File: src/rtl/logic_unit_seq_if.sv
// Operand/result handshake bundle for the sliced logic unit.
// master drives operands and consumes results; slave is the unit itself.
interface logic_unit_seq_if #(
  parameter int WIDTH = 32
) ();
  logic             in_valid;
  logic             in_ready;
  logic [WIDTH-1:0] a;
  logic [WIDTH-1:0] b;
  logic [2:0]       op;
  logic             out_valid;
  logic             out_ready;
  logic [WIDTH-1:0] result;
  logic             zero;

  modport master (
    output in_valid, a, b, op, out_ready,
    input  in_ready, out_valid, result, zero
  );

  modport slave (
    input  in_valid, a, b, op, out_ready,
    output in_ready, out_valid, result, zero
  );
endinterface

File: src/rtl/logic_unit_seq.sv
// Multi-cycle bitwise logic unit: one SLICE-bit slice per cycle, LSB first, with a zero flag.
// Latency NSLICE cycles from accept to out_valid; DONE holds under out_ready=0 and accepts nothing.
module logic_unit_seq #(
  parameter int WIDTH = 32,
  parameter int SLICE = 8
) (
  input  logic             clk,
  input  logic             reset_n,
  logic_unit_seq_if.slave  bus
);
  localparam int NSLICE = WIDTH / SLICE;
  localparam int CW     = (NSLICE > 1) ? $clog2(NSLICE) : 1;

  typedef enum logic [1:0] {
    S_IDLE = 2'd0,
    S_BUSY = 2'd1,
    S_DONE = 2'd2
  } state_t;

  state_t           r_state;
  state_t           w_next;
  logic [CW-1:0]    r_cnt;
  logic [WIDTH-1:0] r_a;
  logic [WIDTH-1:0] r_b;
  logic [2:0]       r_op;
  logic             r_acc;
  logic [WIDTH-1:0] r_result;
  logic             r_zero;

  logic [SLICE-1:0] w_a_sl;
  logic [SLICE-1:0] w_b_sl;
  logic [SLICE-1:0] w_sl;
  logic             w_last;
  logic             w_sl_nz;

  assign w_last  = (r_cnt == CW'(NSLICE - 1));
  assign w_sl_nz = |w_sl;

  always_ff @(posedge clk) begin
    if (!reset_n) r_state <= S_IDLE;
    else          r_state <= w_next;
  end

  always_comb begin
    w_next = r_state;
    case (r_state)
      S_IDLE:  if (bus.in_valid)  w_next = S_BUSY;
      S_BUSY:  if (w_last)        w_next = S_DONE;
      S_DONE:  if (bus.out_ready) w_next = S_IDLE;
      default: w_next = S_IDLE;
    endcase
  end

  always_comb begin
    bus.in_ready  = (r_state == S_IDLE);
    bus.out_valid = (r_state == S_DONE);
    bus.result    = r_result;
    bus.zero      = r_zero;
  end

  // Constant-index mux keeps the slice select free of variable part-selects.
  always_comb begin
    w_a_sl = '0;
    w_b_sl = '0;
    for (int j = 0; j < NSLICE; j++) begin
      if (r_cnt == CW'(j)) begin
        w_a_sl = r_a[j*SLICE +: SLICE];
        w_b_sl = r_b[j*SLICE +: SLICE];
      end
    end
  end

  always_comb begin
    case (r_op)
      3'b000:  w_sl = w_a_sl & w_b_sl;
      3'b001:  w_sl = ~(w_a_sl & w_b_sl);
      3'b010:  w_sl = w_a_sl | w_b_sl;
      3'b011:  w_sl = ~(w_a_sl | w_b_sl);
      3'b100:  w_sl = w_a_sl ^ w_b_sl;
      3'b101:  w_sl = ~(w_a_sl ^ w_b_sl);
      3'b110:  w_sl = ~w_a_sl;
      default: w_sl = w_a_sl;
    endcase
  end

  always_ff @(posedge clk) begin
    if (!reset_n) begin
      r_cnt    <= '0;
      r_a      <= '0;
      r_b      <= '0;
      r_op     <= '0;
      r_acc    <= 1'b0;
      r_result <= '0;
      r_zero   <= 1'b0;
    end else begin
      case (r_state)
        S_IDLE: begin
          if (bus.in_valid) begin
            r_a   <= bus.a;
            r_b   <= bus.b;
            r_op  <= bus.op;
            r_cnt <= '0;
            r_acc <= 1'b0;
          end
        end
        S_BUSY: begin
          for (int j = 0; j < NSLICE; j++) begin
            if (r_cnt == CW'(j)) r_result[j*SLICE +: SLICE] <= w_sl;
          end
          r_acc <= r_acc | w_sl_nz;
          if (w_last) r_zero <= ~(r_acc | w_sl_nz);
          else        r_cnt  <= r_cnt + 1'b1;
        end
        default: ;
      endcase
    end
  end
endmodule

File: src/flat_wrapper.sv
// flat-port wrapper written by rule: the top's interface ports become plain ports
module logic_unit_seq_flat 
#(
  parameter int WIDTH = 32,
  parameter int SLICE = 8
)
  (clk, reset_n, bus_in_valid, bus_a, bus_b, bus_op, bus_out_ready, bus_in_ready, bus_out_valid, bus_result, bus_zero);
  logic_unit_seq_if #(.WIDTH(WIDTH)) bus_i ();
  input  logic clk;
  input  logic reset_n;
  input wire logic [$bits(bus_i.in_valid)-1:0] bus_in_valid;
  input wire logic [$bits(bus_i.a)-1:0] bus_a;
  input wire logic [$bits(bus_i.b)-1:0] bus_b;
  input wire logic [$bits(bus_i.op)-1:0] bus_op;
  input wire logic [$bits(bus_i.out_ready)-1:0] bus_out_ready;
  output wire logic [$bits(bus_i.in_ready)-1:0] bus_in_ready;
  output wire logic [$bits(bus_i.out_valid)-1:0] bus_out_valid;
  output wire logic [$bits(bus_i.result)-1:0] bus_result;
  output wire logic [$bits(bus_i.zero)-1:0] bus_zero;
  assign bus_i.in_valid = bus_in_valid;
  assign bus_i.a = bus_a;
  assign bus_i.b = bus_b;
  assign bus_i.op = bus_op;
  assign bus_i.out_ready = bus_out_ready;
  assign bus_in_ready = bus_i.in_ready;
  assign bus_out_valid = bus_i.out_valid;
  assign bus_result = bus_i.result;
  assign bus_zero = bus_i.zero;
  logic_unit_seq #(.WIDTH(WIDTH), .SLICE(SLICE)) u_core (.clk(clk), .reset_n(reset_n), .bus(bus_i));
endmodule
File: config.mk
export PLATFORM = sky130hd
export DESIGN_NAME = logic_unit_seq_flat
export DESIGN_NICKNAME = d
export VERILOG_FILES = /design/src/rtl/logic_unit_seq_if.sv /design/src/rtl/logic_unit_seq.sv /design/src/flat_wrapper.sv
export SDC_FILE = /design/constraint.sdc
export NUM_CORES = 1
export LEC_CHECK = 0
export CAP_MARGIN = 20
export CORE_MARGIN = 2
export CORE_UTILIZATION = 35
export DETAILED_ROUTE_END_ITERATION = 10
export PLACE_DENSITY_LB_ADDON = 0.2
export SLEW_MARGIN = 40
export SYNTH_ARGS = -nofsm -noshare
export SYNTH_HDL_FRONTEND = slang
export SYNTH_SLANG_ARGS = --single-unit
export TNS_END_PERCENT = 1
File: constraint.sdc
create_clock -name clk -period 3.6 [get_ports clk]
set_clock_uncertainty 0.05 [all_clocks]
set_input_delay 0.72 -clock clk [delete_from_list [all_inputs] [get_ports clk]]
set_output_delay 0.72 -clock clk [all_outputs]
set_load 0.02 [all_outputs]
==> metrics.md <==
| Metric | Value |
|---|---|
| Worst R2R Path Depth | 13 |
| Critical path required time | 3.79 ns |
| Layout cells sized above 1 | 7.199% |
| GR Util met1 | 23.21% |
| CP max stage delay | 0.54 ns |
| Antenna Cells | 0 |
| Ys async rst share | 0% |
| Post-route cell area | 6939 um2 |
| Most common cell on crit path | inv_1 |
| Max Fclk | 289.7 MHz |
| Yosys Warn Count | 0 |
| Sink Count | approximately 110 |
| Residual DRC count | 0 |
| Clock root cell | clkbuf_16 |
| Area Overhead vs Synth | 31.55% |
| Leak | roughly 2.7 nW |
| Pwr/cell area | between 300 and 400 nW/um2 |
| Rel. slew slack | roughly half |
| Starting Density | 36.02% |
| Final period util | 95.87% |
| Vias per inst | 4.986 |
| Die H | 126.8 um |
| Most common cell after layout, fill and taps aside | nand2_1 |
| Hold WC Path Type | reg2reg |
| Max IR drop VDD | 233.6 uV |
| Setup crit start kind | flip-flop |
| Initial antenna violation count | 0 |
| Placer Congestion | roughly 0.87 |
| CP delay by family, top | compound AO/OA/AOI/OAI gates |
| Unique masters post-synth | 45 |
| Clk buf depth | 2 |
| Sequential area share after synthesis | 39.85% |
| Clock transition at path regs | 0.07 ns |
| Hold depth | 2 |
| Setup CP Type | reg2reg |
| Cell count along the critical path | 13 |
| Vias in the first global route | 4642 |
| Crit path cell chain | inv_1, ha_4, clkbuf_16, or3b_1, o221ai_2, inv_1, ha_1, or2_0, a32o_1, a211oi_1, o22ai_1, or4b_4, o311a_1 |
| Total grt overflow | 0 |
| CP max FO | 16 |
| CTS Buf Count | 9 |
| Fillers | 1477 |
| Number of port buffers | about 110 |
| CTS tree | built |
| Die W | 126.8 um |
| WP buf/inv | 3 |
| Worst Max-Slew Pin Slew | about 0.75 ns |
| GRT Max-Usage Layer | met2 |
| Num ports | 106 |
| Tot Pwr | 2.750 mW |
| Yosys reg bits | 105 |
| Final Hold Vio Count | 0 |
| Routed wire length | between 10000 and 15000 um |
| Cells after synthesis | 668 |
| Most frequent cells in the layout | 227 x nand2_1, 104 x clkdlybuf4s50_1, 103 x dfxtp_1, 99 x a21boi_0, 20 x inv_1 |
| Status | completed |
| Footprint of the multi-input gates | 2935 um2 |
| Sequential Area | 2110 um2 |
| First-pass GRT wire length | 23050 um |
| Crit end category | flip-flop |
| Max-Cap Viols | 0 |
| DR WL/cell | ~15 um |
| Detailed Routing Iterations Pass 1 | 4 |
| Final Max Slew Viols | 0 |
| Total GRT Usage | 18.02% |
| Post-DP HPWL | between 10000 and 15000 um |
| Largest net degree at the start of global routing | 61 |
| Crit path time final | 3.451 ns |
| Mean area per synthesized cell | 7.897 um2 |
| Worst path slowest cell | or4b_4 |
| DR iter-0 viols | roughly 290 |
| DRT antenna net count | 0 |
| Placed Area | roughly 6500 um2 |
| Post-Syn Nets | 759 |
| H-tree depth | 3 |
| Nets | 851 |
| Cell Rows | 44 |
| Met2 Use GR | 30.21% |
| Clk_lat worst skew | 0.35 ns |
| Area of the core | 14640 um2 |
| EDFF count, synth | 0 |
| Cell area after synthesis | approximately 5300 um2 |
| Die area | 16070 um2 |
| Final setup fails | 0 |
| Worst path arrival time | 3.64 ns |
| GR Layer Usage met3 | 4.091% |
| CTS Hold Bufs | 0 |
| Vias | 4727 |
| Most used flip-flop cell after synthesis | dfxtp_1 |
-- tightest hold or removal path, delay by kind of cell, from the launching register on --
family / cells / cell delay (ns)
AO/OA/AOI/OAI: 1 / 0.06
flip-flops: 1 / 0.31
AND/OR/NAND/NOR: 1 / 0.05
-- path summary, 6_finish.rpt --
kind / from / to / slack, ns
max: u_core.r_cnt[0] / u_core.r_acc / 0.15
min: u_core.bus.result[13] / u_core.bus.result[13] / 0.41
max reg2reg: u_core.r_cnt[0] / u_core.r_acc / 0.15
min reg2reg: u_core.bus.result[13] / u_core.bus.result[13] / 0.41
-- logic make-up after synthesis --
| logic type | share of synthesized area [%] |
|---|---|
| AOI/OAI and AO/OA | 24.64 |
| adders and majority gates | 4.744 |
| buffers and inverters | 5.550 |
| DFF | 39.85 |
| muxes | 0.3795 |
| and+or+nand+nor | 24.83 |
-- flip-flops by register name, indices dropped and copies added, names as in the netlist --
name               flops
u_core.r_a            32
u_core.bus.result     32
u_core.r_acc           1
u_core.r_state         2
u_core.r_b            32
u_core.r_cnt           2
u_core.r_op            3
u_core.bus.zero        1
-- report_power, final --
part	switching [mW]	leakage [nW]	internal (mW)
logic	0.231	1.67	0.224
registers	0.0426	0.859	1.21
clock network	0.415	0.153	0.624
-- per-layer routing --
layer | share of wire [%] | wire length (um)
met1 | 47 | 6752
met2 | 46 | 6619
met3 | 4.9 | 708
met4 | 1.6 | 235
met5 | 0 | 0
-- what timing repair did --
item / in CTS / in global routing
setup endpoints to repair: 2 / 2
cloned: 0 / 1
pin swaps: 0 / 4
resized for setup: 3 / 13
buffers inserted: 0 / 1
-- layout make-up --
| class | count | area share [%] |
|---|---|---|
| clock buffers | 12 | 3.552 |
| repair buffers | 126 | 18.25 |
| well taps | 184 | 3.318 |
| multi-input cells | 495 | 42.30 |
| clock inverters | 3 | 0.9376 |
| flip-flops and latches | 105 | 30.40 |
| inverters | 23 | 1.244 |
-- stage by stage --
step / util [%] / worst slack (ns) / hold slack [ns] / cells / setup TNS [ns]
finish: 47.39 / 0.1487 / 0.4140 / 948 / 0
global route: 47.39 / -0.001541 / 0.4361 / 948 / -0.001541
CTS: 46.79 / 0.03779 / 0.4191 / 946 / 0
detailed placement: 44.58 / -0.04096 / 0.4101 / 931 / -0.04096
global placement: 44.58 / 0.07108 / 0.4057 / 931 / 0
floorplan: - / 0.01796 / 0.3891 / 668 / 0
-- synth_stat cells (all sizes together), types with 6 or more instances --
cell    count  area (um2)
a32o        6       60.06
ha         20       250.2
and2        8       50.05
or2         6       37.54
a21oi      18       90.09
nand3b      9       67.56
nand2     228       855.8
buf        14       90.08
a21o       10       75.07
a21boi     99       743.2
nor2       19       71.32
a211o       6       52.55
dfxtp     105        2102
inv        23       86.34
clkbuf     31       116.4
nor2b      10       62.56
Power figures use the tool's default switching activity.
